<file path="src/rtl/drcp_pkg.sv">
// Shared constants and types for the fast-GPIO custom-instruction unit:
// funct7 opcodes, sequencer state encoding and the sequencer FIFO entry.
package drcp_pkg;

  localparam int GPIO_W_DEF    = 8;
  localparam int SEQ_DEPTH_DEF = 4;

  localparam logic [6:0] F7_RD_IN     = 7'h00;
  localparam logic [6:0] F7_RD_BIT    = 7'h01;
  localparam logic [6:0] F7_RD_DIR    = 7'h02;
  localparam logic [6:0] F7_SET_DIR   = 7'h10;
  localparam logic [6:0] F7_WR_OUT    = 7'h40;
  localparam logic [6:0] F7_SET       = 7'h41;
  localparam logic [6:0] F7_CLR       = 7'h42;
  localparam logic [6:0] F7_TGL       = 7'h43;
  localparam logic [6:0] F7_SEQ_PUSH  = 7'h60;
  localparam logic [6:0] F7_SEQ_STAT  = 7'h61;
  localparam logic [6:0] F7_SEQ_FLUSH = 7'h62;

  typedef enum logic {
    SEQ_IDLE = 1'b0,
    SEQ_HOLD = 1'b1
  } seq_state_t;

  // value is stored zero-extended; only the low GPIO_W bits reach the pins
  typedef struct packed {
    logic [31:0] value;
    logic [15:0] hold;
  } seq_entry_t;

endpackage

</file>
<file path="src/rtl/fgpio_seq_fifo.sv">
// Sequencer entry FIFO: synchronous, registered occupancy count, flush has
// priority over push/pop. DEPTH must be a power of two.
module fgpio_seq_fifo
  import drcp_pkg::*;
#(
  parameter int DEPTH = SEQ_DEPTH_DEF,
  parameter int LVL_W = $clog2(DEPTH) + 1
) (
  input  logic             clk_i,
  input  logic             rst_i,
  input  logic             push,
  input  seq_entry_t       wdata,
  input  logic             pop,
  input  logic             flush,
  output seq_entry_t       rdata,
  output logic             full,
  output logic             empty,
  output logic [LVL_W-1:0] level
);
  localparam int PTR_W = $clog2(DEPTH);

  seq_entry_t       mem [DEPTH];
  logic [PTR_W-1:0] wr_ptr, rd_ptr;
  logic [LVL_W-1:0] cnt_q;
  logic             do_push, do_pop;

  assign full    = (cnt_q == LVL_W'(DEPTH));
  assign empty   = (cnt_q == '0);
  assign level   = cnt_q;
  assign rdata   = mem[rd_ptr];
  assign do_push = push && !full;
  assign do_pop  = pop && !empty;

  always_ff @(posedge clk_i) begin
    if (rst_i || flush) begin
      wr_ptr <= '0;
      rd_ptr <= '0;
      cnt_q  <= '0;
    end else begin
      if (do_push) begin
        mem[wr_ptr] <= wdata;
        wr_ptr      <= wr_ptr + PTR_W'(1);
      end
      if (do_pop) rd_ptr <= rd_ptr + PTR_W'(1);
      cnt_q <= cnt_q + LVL_W'(do_push) - LVL_W'(do_pop);
    end
  end

endmodule

</file>
<file path="src/rtl/fgpio_seq.sv">
// Fast-GPIO custom-instruction unit with a timed output sequencer.
// Optional macro FGPIO_IN_SYNC_EN inserts a 2-flop input synchronizer.
module fgpio_seq
  import drcp_pkg::*;
#(
  parameter int GPIO_W    = GPIO_W_DEF,
  parameter int SEQ_DEPTH = SEQ_DEPTH_DEF
) (
  input  logic              clk_i,
  input  logic              rst_i,
  input  logic              fgpio_req,
  input  logic [6:0]        fgpio_funct7,
  input  logic [31:0]       fgpio_rs1_val,
  input  logic [31:0]       fgpio_rs2_val,
  output logic              fgpio_ack,
  output logic              fgpio_error,
  output logic [31:0]       fgpio_rd_val,
  output logic [GPIO_W-1:0] gpio_dir,
  input  logic [GPIO_W-1:0] gpio_in_val,
  output logic [GPIO_W-1:0] gpio_out_val
);
  localparam int LVL_W = $clog2(SEQ_DEPTH) + 1;

  logic [GPIO_W-1:0] dir_q, dir_n, out_q, out_n, in_v, rs1_w, rs2_w;
  logic [31:0]       in_ext;
  logic              out_we, push, flush, pop, seq_load, busy, full, empty;
  logic [LVL_W-1:0]  level;
  seq_entry_t        head, wentry;
  seq_state_t        state_q;
  logic [15:0]       cnt_q;
  logic              unused_ok;

`ifdef FGPIO_IN_SYNC_EN
  logic [GPIO_W-1:0] sync_q1, sync_q2;
  always_ff @(posedge clk_i) begin
    if (rst_i) begin
      sync_q1 <= '0;
      sync_q2 <= '0;
    end else begin
      sync_q1 <= gpio_in_val;
      sync_q2 <= sync_q1;
    end
  end
  assign in_v = sync_q2;
`else
  assign in_v = gpio_in_val;
`endif

  assign in_ext    = 32'(in_v);
  assign rs1_w     = fgpio_rs1_val[GPIO_W-1:0];
  assign rs2_w     = fgpio_rs2_val[GPIO_W-1:0];
  assign wentry    = '{value: 32'(rs1_w), hold: fgpio_rs2_val[15:0]};
  assign busy      = (state_q == SEQ_HOLD) || (level != '0);
  // last hold cycle chains straight into the next entry, so no gap cycle
  assign seq_load  = !empty && ((state_q == SEQ_IDLE) || (cnt_q == 16'd1));
  assign pop       = seq_load && !flush;
  assign unused_ok = ^{fgpio_rs2_val, head.value};

  fgpio_seq_fifo #(.DEPTH(SEQ_DEPTH), .LVL_W(LVL_W)) u_fifo (
    .clk_i (clk_i),
    .rst_i (rst_i),
    .push  (push),
    .wdata (wentry),
    .pop   (pop),
    .flush (flush),
    .rdata (head),
    .full  (full),
    .empty (empty),
    .level (level)
  );

  always_comb begin
    fgpio_ack    = 1'b0;
    fgpio_error  = 1'b0;
    fgpio_rd_val = '0;
    dir_n        = dir_q;
    out_n        = out_q;
    out_we       = 1'b0;
    push         = 1'b0;
    flush        = 1'b0;
    if (fgpio_req && !rst_i) begin
      fgpio_ack = 1'b1;
      case (fgpio_funct7)
        F7_RD_IN:  fgpio_rd_val = in_ext;
        F7_RD_BIT: begin
          if (fgpio_rs1_val >= 32'(GPIO_W)) fgpio_error = 1'b1;
          else fgpio_rd_val = {31'b0, in_ext[fgpio_rs1_val[4:0]]};
        end
        F7_RD_DIR:  fgpio_rd_val = 32'(dir_q);
        F7_SET_DIR: dir_n = (dir_q & ~rs2_w) | (rs1_w & rs2_w);
        F7_WR_OUT, F7_SET, F7_CLR, F7_TGL: begin
          // the sequencer owns the pins while it has work
          if (busy) fgpio_error = 1'b1;
          else begin
            out_we = 1'b1;
            case (fgpio_funct7)
              F7_WR_OUT: out_n = (out_q & ~rs2_w) | (rs1_w & rs2_w);
              F7_SET:    out_n = out_q | rs1_w;
              F7_CLR:    out_n = out_q & ~rs1_w;
              default:   out_n = out_q ^ rs1_w;
            endcase
          end
        end
        F7_SEQ_PUSH: begin
          if (full) fgpio_ack = 1'b0;
          else push = 1'b1;
        end
        F7_SEQ_STAT:  fgpio_rd_val = {23'b0, 8'(level), busy};
        F7_SEQ_FLUSH: flush = 1'b1;
        default:      fgpio_error = 1'b1;
      endcase
    end
  end

  always_ff @(posedge clk_i) begin
    if (rst_i) begin
      dir_q   <= '0;
      out_q   <= '0;
      state_q <= SEQ_IDLE;
      cnt_q   <= '0;
    end else begin
      dir_q <= dir_n;
      if (out_we) out_q <= out_n;
      if (flush) begin
        state_q <= SEQ_IDLE;
        cnt_q   <= '0;
      end else if (seq_load) begin
        state_q <= SEQ_HOLD;
        cnt_q   <= (head.hold == 16'd0) ? 16'd1 : head.hold;
        out_q   <= head.value[GPIO_W-1:0];
      end else if (state_q == SEQ_HOLD) begin
        if (cnt_q == 16'd1) state_q <= SEQ_IDLE;
        cnt_q <= cnt_q - 16'd1;
      end
    end
  end

  assign gpio_dir     = dir_q;
  assign gpio_out_val = out_q;

endmodule

</file>
<file path="config.mk">
export PLATFORM = sky130hd
export DESIGN_NAME = fgpio_seq
export DESIGN_NICKNAME = d
export VERILOG_FILES = /design/src/rtl/drcp_pkg.sv /design/src/rtl/fgpio_seq_fifo.sv /design/src/rtl/fgpio_seq.sv
export SDC_FILE = /design/constraint.sdc
export NUM_CORES = 1
export LEC_CHECK = 0
export BUFFER_PORTS_ARGS = -buffer_cell sky130_fd_sc_hd__buf_2
export CORE_UTILIZATION = 35
export DETAILED_ROUTE_END_ITERATION = 8
export GPL_ROUTABILITY_DRIVEN = 0
export HOLD_SLACK_MARGIN = 0.05
export PLACE_DENSITY = 0.62
export SYNTH_ARGS = -nofsm -noshare
export SYNTH_HDL_FRONTEND = slang
export SYNTH_HIERARCHICAL = 1
export SYNTH_SLANG_ARGS = --single-unit
</file>
<file path="constraint.sdc">
create_clock -name clk_i -period 4.3 [get_ports clk_i]
set_input_delay 0.43 -clock clk_i [delete_from_list [all_inputs] [get_ports clk_i]]
set_output_delay 0.43 -clock clk_i [all_outputs]
set_load 0.02 [all_outputs]
</file>
==> results of run 1 <==
through the flow:
step                      total power, mW   util
after CTS                            3.07  0.420
after global placement               1.60  0.389
after detailed placement             1.60  0.389
after floorplan                      1.55      -
after global routing                 3.14  0.420
final                                3.05  0.420
cell usage in the layout, fill, tap and decap left out, drive strengths merged, types with 5 or more instances in the layout:
cell type  instances
conb              24
buf              101
mux2i             12
nor4              18
and3               7
nand2             52
ha                24
a31oi              6
mux4              26
or4                6
o32ai              5
a211oi             5
nand3             12
a22oi              8
a21oi             23
clkbuf            17
o211a              6
dfxtp             42
nor2              44
inv               31
o21ai             22
clkinv             6
nor3              25
edfxtp            96
sequential cells by signal, indices dropped and copies added (netlist names), named ones only:
register,count
cnt_q,16
gpio_out_val,8
state_q,1
u_fifo/level,3
u_fifo/mem,96
u_fifo/rd_ptr,2
u_fifo/wr_ptr,2
routing by layer:
metal,vias up,part of all wire,GRT usage
met1,2346,0.45,0.228
met3,16,0.063,0.0426
met5,-,0,0
li1,2351,-,-
met2,200,0.47,0.263
met4,0,0.015,0.0594
area by class of cell:
cell class / count / area, um2 / area share
repair buffers: 101 / 531 / 0.0649
well taps: 265 / 332 / 0.0405
flip-flops and latches: 138 / 3720 / 0.455
inverters: 29 / 109 / 0.0133
clock inverters: 15 / 175 / 0.0214
clock buffers: 17 / 425 / 0.0520
multi-input cells: 389 / 2880 / 0.352
where the power goes:
group / internal (mW) / switching (mW) / leakage [nW] / total [mW]
logic: 0.0516 / 0.102 / 1.49 / 0.154
registers: 1.42 / 0.00270 / 1.20 / 1.42
clock network: 0.911 / 0.560 / 0.285 / 1.47
worst register-to-register path: stages (launching register included):
cell and delay [ns]:
dfxtp_1 0.33, inv_1 0.08, ha_1 0.14, nor4b_1 0.23
nand4_1 0.33, a211o_1 0.38, buf_4 0.19, inv_1 0.08
nor2b_1 0.28, ha_1 0.17, inv_1 0.04, ha_1 0.18
fa_1 0.38, xnor2_1 0.18, xnor2_1 0.13, nor3_1 0.06
path summary, 6_finish.rpt:
path | depth (start not counted) | startpoint | slack (ns) | end
setup / recovery | 15 | cnt_q[1] | 0.98 | u_fifo/level[2]
hold / removal | 1 | fgpio_rs2_val[9] | 0.23 | u_fifo/mem[0][9]
setup reg to reg | 15 | cnt_q[1] | 0.98 | u_fifo/level[2]
hold reg to reg | 2 | flop | 0.47 | flop
==> metrics, run 1 <==
outcome completed; Hold Vio Cnt, Final 0; Crit Path Max Fanout 16; Die Wd approximately 140 um; min-delay worst type in2reg; vias per cell 5.15; final worst path period need 3.32 ns; fin area 0.00818 mm2; Placed Instances 922; dpl cell area 0.00758 mm2; Max Cap Viol 0; P&R area growth vs syn 17.9%; IO buf count between 90 and 100; normalized max-slew margin 0.298; drt drc 0; yosys warns 6; CTS Buf Count 17; Critical Path AT 3.61 ns; cell family with the largest share of critical-path delay simple AND/OR/NAND/NOR gates; row cnt 51; Slew Limit Fails 0; first-pass GRT wire length 25.4 mm; Nets 783; initial DRC count 394; pre-CTS setup slack a little under 1 ns; Initial Util 0.357; share of layout cells above drive strength 1 0.253; Non-Filler Instances 954; VDD IR max 278 uV; startpoint type of the worst setup path flop; CP Capture Type flop; Worst-Margin Slew approximately 1.1 ns; WP data required approximately 4.6 ns; Post-Syn Instances 583; cts hold-fix bufs 0; post-route clock period utilization 0.772; setup ws final between 0.9 and 1 ns; drt wl/cell between 15 and 20 um; Max Clock Freq 301 MHz; Tot GR Track Use 0.169; Min Hold Slack 0.229 ns; DP HPWL 11.4 mm; slowest CP cell a211o_1; final setup violation count 0; DIE HEIGHT 143 um; Bufs and invs on worst path 4; CTS sink cnt 138; initial antenna violation count 0; Pwr Density 373 mW/mm2; Crit Path Category reg2reg; Reg clk slew, reported paths 0.06 ns; Post-CTS Setup Inserts 0; latest clock arrival within the worst-skew pair 0.42 ns; critical path cell sequence inv_1, ha_1, nor4b_1, nand4_1, a211o_1, buf_4, inv_1, nor2b_1, ha_1, inv_1, ha_1, fa_1, xnor2_1, xnor2_1, nor3_1; unrepaired setup endpoints after global routing false; ant diodes 0; ANT nets after route 0; filler instances roughly 1800; total die area 0.0204 mm2; CTS tree yes; number of gates resized after cts 0; DR pass1 iterations 5; setup TNS 0 ns; leakage 2.98 nW; Syn Area/Cell 11.9 um2; cell area after synthesis between 0.006 and 0.007 mm2; I/O pin count 132; CORE AREA 0.0195 mm2; Post-Route WL 16.3 mm; via count 4913; largest stage delay on the critical path 0.38 ns; largest net degree at the start of global routing 26; vias in the first global route 4550; grt ovf 0; CTS root buf clkbuf_16; Clock Skews 0.0108 ns; clk buf depth 2; htree depth 4
Note: power is estimated with default switching activity, not from simulation.
==> inputs of run 2 (changes only) <==
==> constraint.sdc (replaced) <==
create_clock -name clk_i -period 3.1 [get_ports clk_i]
set_input_delay 0.31 -clock clk_i [delete_from_list [all_inputs] [get_ports clk_i]]
set_output_delay 0.31 -clock clk_i [all_outputs]
set_load 0.02 [all_outputs]
==> run 2 against run 1 <==
  * Clock skew is 0.0024 ns lower
  * Register-to-register slack worse by 0.65 ns
  * Sequential share of layout area is 0.89 points lower
  * Design area is 2.0% higher
==> metrics, run 2 (synthesis results as in run 1) <==
largest stage delay on the critical path 0.40 ns (+0.02 ns); most common cell after layout, fill and taps aside edfxtp_1; final setup violation count 0 (unchanged); IO buf count 91 (unchanged); CTS sink cnt 138 (unchanged); DR pass1 iterations 5 (unchanged); reg2reg setup slack 0.34 ns (-0.65 ns); Nets 802 (+2.4%); Bufs and invs on worst path 2 (-2); post-layout util 0.429 (+0.00842); Max Clock Freq 362 MHz (+20%); Post-Route WL 16.5 mm (+1.1%); Worst-Margin Slew 0.787 ns (-0.265 ns); latest clock arrival within the worst-skew pair 0.42 ns (about the same); largest net degree at the start of global routing 25 (-3.8%); normalized max-slew margin 0.473 (+0.174); Crit Path Max Fanout 9 (-7); DIE HEIGHT 143 um (unchanged); Reg clk slew, reported paths 0.06 ns (about the same); fin area 0.00834 mm2 (+2.0%); critical path depth 12 (-3); total die area 0.0204 mm2 (unchanged); post-route clock period utilization 0.892 (+0.120); WP data required 3.40 ns (-1.19 ns); Worst Hold Launch fgpio_rs2_val[11]; leakage 3.08 nW (+3.4%); share of layout cells above drive strength 1 0.274 (+0.0215); I/O pin count 132 (unchanged); outcome completed; setup ws final 0.335 ns (-0.647 ns); Critical Path AT 3.07 ns (-0.54 ns); most frequent cells in the layout edfxtp_1 (96), buf_2 (91), nand2_1 (52), nor2_1 (44), dfxtp_1 (41); CTS root buf clkbuf_16; setup TNS 0 ns (unchanged); row cnt 51 (unchanged); Die Wd 143 um (unchanged); initial antenna violation count 0 (unchanged); Worst R2R Path Depth 12 (-3); vias in the first global route 4721 (+3.8%); Initial Util 0.357 (unchanged); P&R area growth vs syn 20.2%; CTS Buf Count 17 (unchanged); Reg with most FFs u_fifo/mem; Max Cap Viol 0 (unchanged); ANT nets after route 0 (unchanged); drt wl/cell 16.9 um (-0.83%); drt drc 0 (unchanged); pre-CTS setup slack 0.292 ns (-0.680 ns); initial DRC count 396 (+0.51%); unrepaired setup endpoints after global routing false; dpl cell area 0.00772 mm2 (+1.9%); CTS tree yes; Pwr Density 506 mW/mm2 (+36%); CP Capture Point u_fifo/level[2]; Slew Limit Fails 0 (unchanged); Crit Path Category reg2reg; CP startpoint cnt_q[6]; total power 4.22 mW (+38%); via count 4966 (+1.1%); CP Capture Type flop; DP HPWL 11.9 mm (+3.9%); min-delay worst type in2reg; cell family with the largest share of critical-path delay simple AND/OR/NAND/NOR gates; final worst path period need 2.76 ns (-0.553 ns); RR Startpoint cnt_q[6]; grt ovf 0 (unchanged); Hold Vio Cnt, Final 0 (unchanged); startpoint type of the worst setup path flop; CORE AREA 0.0195 mm2 (unchanged); Tot GR Track Use 0.172 (+0.00282); Post-CTS Setup Inserts 0 (unchanged); Clock Skews 0.00844 ns (-0.00240 ns); vias per cell 5.10 (-0.90%); VDD IR max 389 uV (+40%); max FFs per register 96 (unchanged); first-pass GRT wire length 25.9 mm (+2.0%); cts hold-fix bufs 0 (unchanged); htree depth 4 (unchanged); ant diodes 0 (unchanged); critical path cell sequence nor4_4, nand4_1, a211o_1, inv_1, nor2b_1, ha_1, inv_1, ha_1, fa_1, xnor2_1, xnor2_1, nor3_1; clk buf depth 2 (unchanged); slowest CP cell dfxtp_1; RR Endpoint u_fifo/level[2]
-- run 2: routing by layer --
metal	global-route usage	vias to the layer above	share of wire
met1	0.223	2380	0.45
met5	0	-	0
li1	-	2383	-
met3	0.0409	21	0.048
met4	0.0594	0	0.016
met2	0.280	182	0.48
-- run 2: power breakdown --
part           switching, mW  total, mW  internal [mW]
combinational          0.145      0.222         0.0769
clock                  0.764       2.03           1.26
sequential           0.00371       1.97           1.97
-- run 2: timing repair --
action,CTS,global route
endpoints found under the hold margin,0,0
resized for setup,0,3
endpoints found under the setup margin,0,1
-- run 2: worst min path at each step --
| stage | slack [ns] | depth (start not counted) | end |
|---|---|---|---|
| after floorplan | 0.39 | 1 | u_fifo/level[2] |
| after global placement | 0.46 | 2 | flop |
| after detailed placement | 0.47 | 2 | flop |
| after CTS | 0.09 | 1 | u_fifo/mem[1][12] |
| after global routing | 0.1 | 1 | u_fifo/mem[0][15] |
| final | 0.11 | 1 | u_fifo/mem[2][11] |
-- run 2: through the flow --
| stage | hold WS, ns | cells |
|---|---|---|
| 5_1_grt | 0.0986 | 973 |
| 4_1_cts | 0.0892 | 973 |
| 3_3_place_gp | 0.462 | 941 |
| 6_report | 0.107 | 973 |
| 2_1_floorplan | 0.387 | 606 |
| 3_5_place_dp | 0.466 | 941 |
-- run 2: area by class of cell --
class                   count  area, um2
clock buffers              17        425
clock inverters            15        176
fillers                  1853      11100
inverters                  29        109
multi-input cells         389       2900
flip-flops and latches    138       3720
well taps                 265        332
repair buffers            120        673
-- run 2: worst reg2reg max path, stage by stage (launching register included) --
cell and delay (ns):
dfxtp_1 0.40, nor4_4 0.33, nand4_1 0.21, a211o_1 0.35, inv_1 0.07, nor2b_1 0.19
ha_1 0.15, inv_1 0.04, ha_1 0.18, fa_1 0.38, xnor2_1 0.17, xnor2_1 0.13
nor3_1 0.06
==> inputs of run 3 (changes only) <==
--- a/config.mk
+++ b/config.mk
@@ -8,10 +8,8 @@
 export BUFFER_PORTS_ARGS = -buffer_cell sky130_fd_sc_hd__buf_2
 export CORE_UTILIZATION = 35
 export DETAILED_ROUTE_END_ITERATION = 8
-export GPL_ROUTABILITY_DRIVEN = 0
 export HOLD_SLACK_MARGIN = 0.05
-export PLACE_DENSITY = 0.62
+export PLACE_DENSITY = 0.64
 export SYNTH_ARGS = -nofsm -noshare
 export SYNTH_HDL_FRONTEND = slang
-export SYNTH_HIERARCHICAL = 1
 export SYNTH_SLANG_ARGS = --single-unit
==> run 3 against run 2 <==
  * Sequential cell count did not move
  * Synthesized cell count did not move
  * Clock skew barely moved
  * Cell count rose by 0.21%
  * Setup slack got worse by 0.26 ns
  * Fmax fell by 8.6%
  * Utilization rose by 1.6 points
  * Hold slack improved by 0.0017 ns
  * Die area fell by 1.2%
  * Global-route usage rose by 0.079 points
  * Combinational power rose to 10 times the previous value
  * Sequential power rose by 19%
  * Highest routed layer unchanged
==> metrics, run 3 <==
normalized max-slew margin 0.633 (+0.161); Min Hold Slack 0.109 ns (+0.00169 ns); Clock Skews 0.00871 ns (+0.000268 ns); Cells on Worst Hold Path 1 (unchanged); final setup violation count 0 (unchanged); Crit Path Max Fanout 3 (-6); startpoint type of the worst setup path flop; Pwr Density 804 mW/mm2 (+59%); setup TNS 0 ns (unchanged); Sw Share 0.324 (+0.108); post-layout util 0.445 (+0.0165); initial antenna violation count 0 (unchanged); vias in the first global route 4875 (+3.3%); yosys warns 0 (-6); total die area 0.0201 mm2 (-1.2%); Net Sw Power 2.20 mW (+140%); Seq pwr share 0.344 (-0.124); ANT nets after route 0 (unchanged); final worst path period need 3.02 ns (+0.259 ns); latest clock arrival within the worst-skew pair 0.42 ns (about the same); combinational fraction of design power 0.332 (+0.279); Post-Route WL 16.9 mm (+2.3%); P&R area growth vs syn 23.1%; most frequent cell after synthesis edfxtp_1; Yosys top cell by area edfxtp_1; critical path cell sequence inv_2, ha_4, or4b_1, or4_4, a21oi_4, nand2_4, inv_2, ha_4, inv_2, ha_4, inv_2, fa_2, xor2_1, xnor2_1, nor2_1; Placed Instances 939 (-0.21%); Clock power frac 0.324 (-0.156); CTS tree yes; most common cell after layout, fill and taps aside edfxtp_1; Reg with most FFs u_fifo.mem; ranking of synthesized cells by area edfxtp_1 (42%), dfxtp_1 (12%), mux4_2 (8.5%), ha_1 (4.4%), nand2_1 (4.1%); grt ovf 0 (unchanged); WP data required 3.41 ns (about the same); synthesis-stage register bit count 138; initial DRC count 424 (+7.1%); Post-Syn Instances 583 (unchanged); post-route clock period utilization 0.975 (+0.0837); max FFs per register 96 (unchanged); leakage 3.08 nW (about the same); Max Cap Viol 0 (unchanged); Reg clk slew, reported paths 0.06 ns (about the same); CTS root buf clkbuf_16; CORE AREA 0.0190 mm2 (-2.6%); largest net degree at the start of global routing 25 (unchanged); Worst R2R Path Depth 15 (+3); VDD IR max 389 uV (-0.21%); most frequent cell on the critical path inv_2; CP Capture Type flop; Critical Path AT 3.33 ns (+0.26 ns); htree depth 4 (unchanged); slowest CP cell or4_4; ant diodes 0 (unchanged); drt wl/cell 17.3 um (+2.1%); Tot GR Track Use 0.173 (+0.000792); EDFF count, synth 96; Crit Path Category reg2reg; via count 5093 (+2.6%); commonest cells in the netlist edfxtp_1 (96), nand2_1 (75), a21oi_1 (44); row cnt 50 (-2.0%); Initial Util 0.362 (+0.00511); Syn Area/Cell 11.8 um2 (-1.2%); Die Wd 142 um (-0.60%); reg2reg setup slack 0.08 ns (-0.26 ns); share of layout cells above drive strength 1 0.288 (+0.0141); Non-Filler Instances 975 (+0.21%); drt drc 0 (unchanged); unrepaired setup endpoints after global routing true; IO buf count 91 (unchanged); most frequent cells in the layout edfxtp_1 (96), buf_2 (91), nand2_1 (75), a21oi_1 (44), dfxtp_1 (39); largest stage delay on the critical path 0.52 ns (+0.12 ns); Async SR Flop Fraction 0; DIE HEIGHT 142 um (-0.60%); global placement routability congestion 0.842; clk buf depth 2 (unchanged); Yosys top cell area share 0.421; CTS sink cnt 138 (unchanged); vias per cell 5.22 (+2.3%); DP HPWL 11.4 mm (-3.6%); min-delay worst type in2reg; Worst-Margin Slew 0.549 ns (-0.239 ns); post-synth cell types 53; I/O pin count 132 (unchanged); Int Power 4.59 mW (+39%); Hold Vio Cnt, Final 0 (unchanged); Max Clock Freq 331 MHz (-8.6%); first-pass GRT wire length 26.3 mm (+1.4%); outcome completed; post-synthesis sequential area ratio 0.543; Post-synth top flop edfxtp_1; CTS Buf Count 17 (unchanged); cell area after synthesis 0.00686 mm2 (-1.2%); DR pass1 iterations 5 (unchanged); Slew Limit Fails 0 (unchanged); Nets 809 (+0.87%)
==> run 3: routing by layer <==
metal | part of all wire | up-vias | global-route usage | wire length, um
li1 | - | 2387 | - | -
met1 | 0.43 | 2476 | 0.224 | 7290
met2 | 0.48 | 199 | 0.277 | 8050
met3 | 0.069 | 31 | 0.0397 | 1160
met4 | 0.021 | 0 | 0.0741 | 351
met5 | 0 | - | 0 | 0
==> run 3: layout make-up <==
class / count / area, um2
repair buffers: 122 / 738
inverters: 27 / 101
flip-flops and latches: 138 / 3730
clock buffers: 20 / 447
well taps: 260 / 325
clock inverters: 12 / 196
multi-input cells: 396 / 2900
fillers: 1720 / 10500
==> run 3: logic make-up (layout without fill, tap and decap cells) <==
group / count (synthesis) / in the layout / synth area share
other: 1 / 24 / 0.000547
buffers and inverters: 72 / 181 / 0.0537
muxes: 35 / 35 / 0.100
AOI/OAI and AO/OA: 125 / 125 / 0.113
DFF: 138 / 138 / 0.543
xor gates and xnor gates: 15 / 15 / 0.0192
adders and majority gates: 25 / 25 / 0.0467
and+or+nand+nor: 172 / 172 / 0.123
==> run 3: critical path, delay by kind of cell, from the launching register on <==
family	cells	cell delay [ns]
simple gates	4	1.08
buf+inv	4	0.26
xor+xnor	2	0.29
compound gates	1	0.20
fa+ha+maj	4	0.78
flops	1	0.32
==> run 3: through the flow <==
| step | cell area [um2] | setup slack, ns | power (mW) |
|---|---|---|---|
| final | 8440 | 0.0760 | 6.78 |
| after global routing | 8440 | -0.0169 | 7.16 |
| after CTS | 8370 | 0.0296 | 6.74 |
| after detailed placement | 7720 | 0.0326 | 4.54 |
| after global placement | 7720 | 0.0601 | 4.52 |
| after floorplan | 6960 | -0.0694 | 3.94 |
==> run 3: final timing paths <==
check / endpoint / startpoint
max reg2reg: u_fifo.level[2] / cnt_q[1]
min: u_fifo.mem[1][8] / fgpio_rs2_val[8]
max: u_fifo.level[2] / cnt_q[1]
min reg2reg: flop / flop
==> run 3: timing repair <==
action	4_1_cts	5_1_grt
hold buffers	0	0
buffers inserted	0	4
gates resized for setup	0	9
endpoints found under the setup margin	0	1
==> run 3: power groups by stage <==
stage | Sequential (mW) | Combinational, mW | Clock [mW]
4_1_cts | 2.33 | 2.18 | 2.22
2_1_floorplan | 2.38 | 1.56 | 0
5_1_grt | 2.37 | 2.48 | 2.30
6_report | 2.34 | 2.25 | 2.20
3_3_place_gp | 2.37 | 2.16 | 0
3_5_place_dp | 2.37 | 2.17 | 0
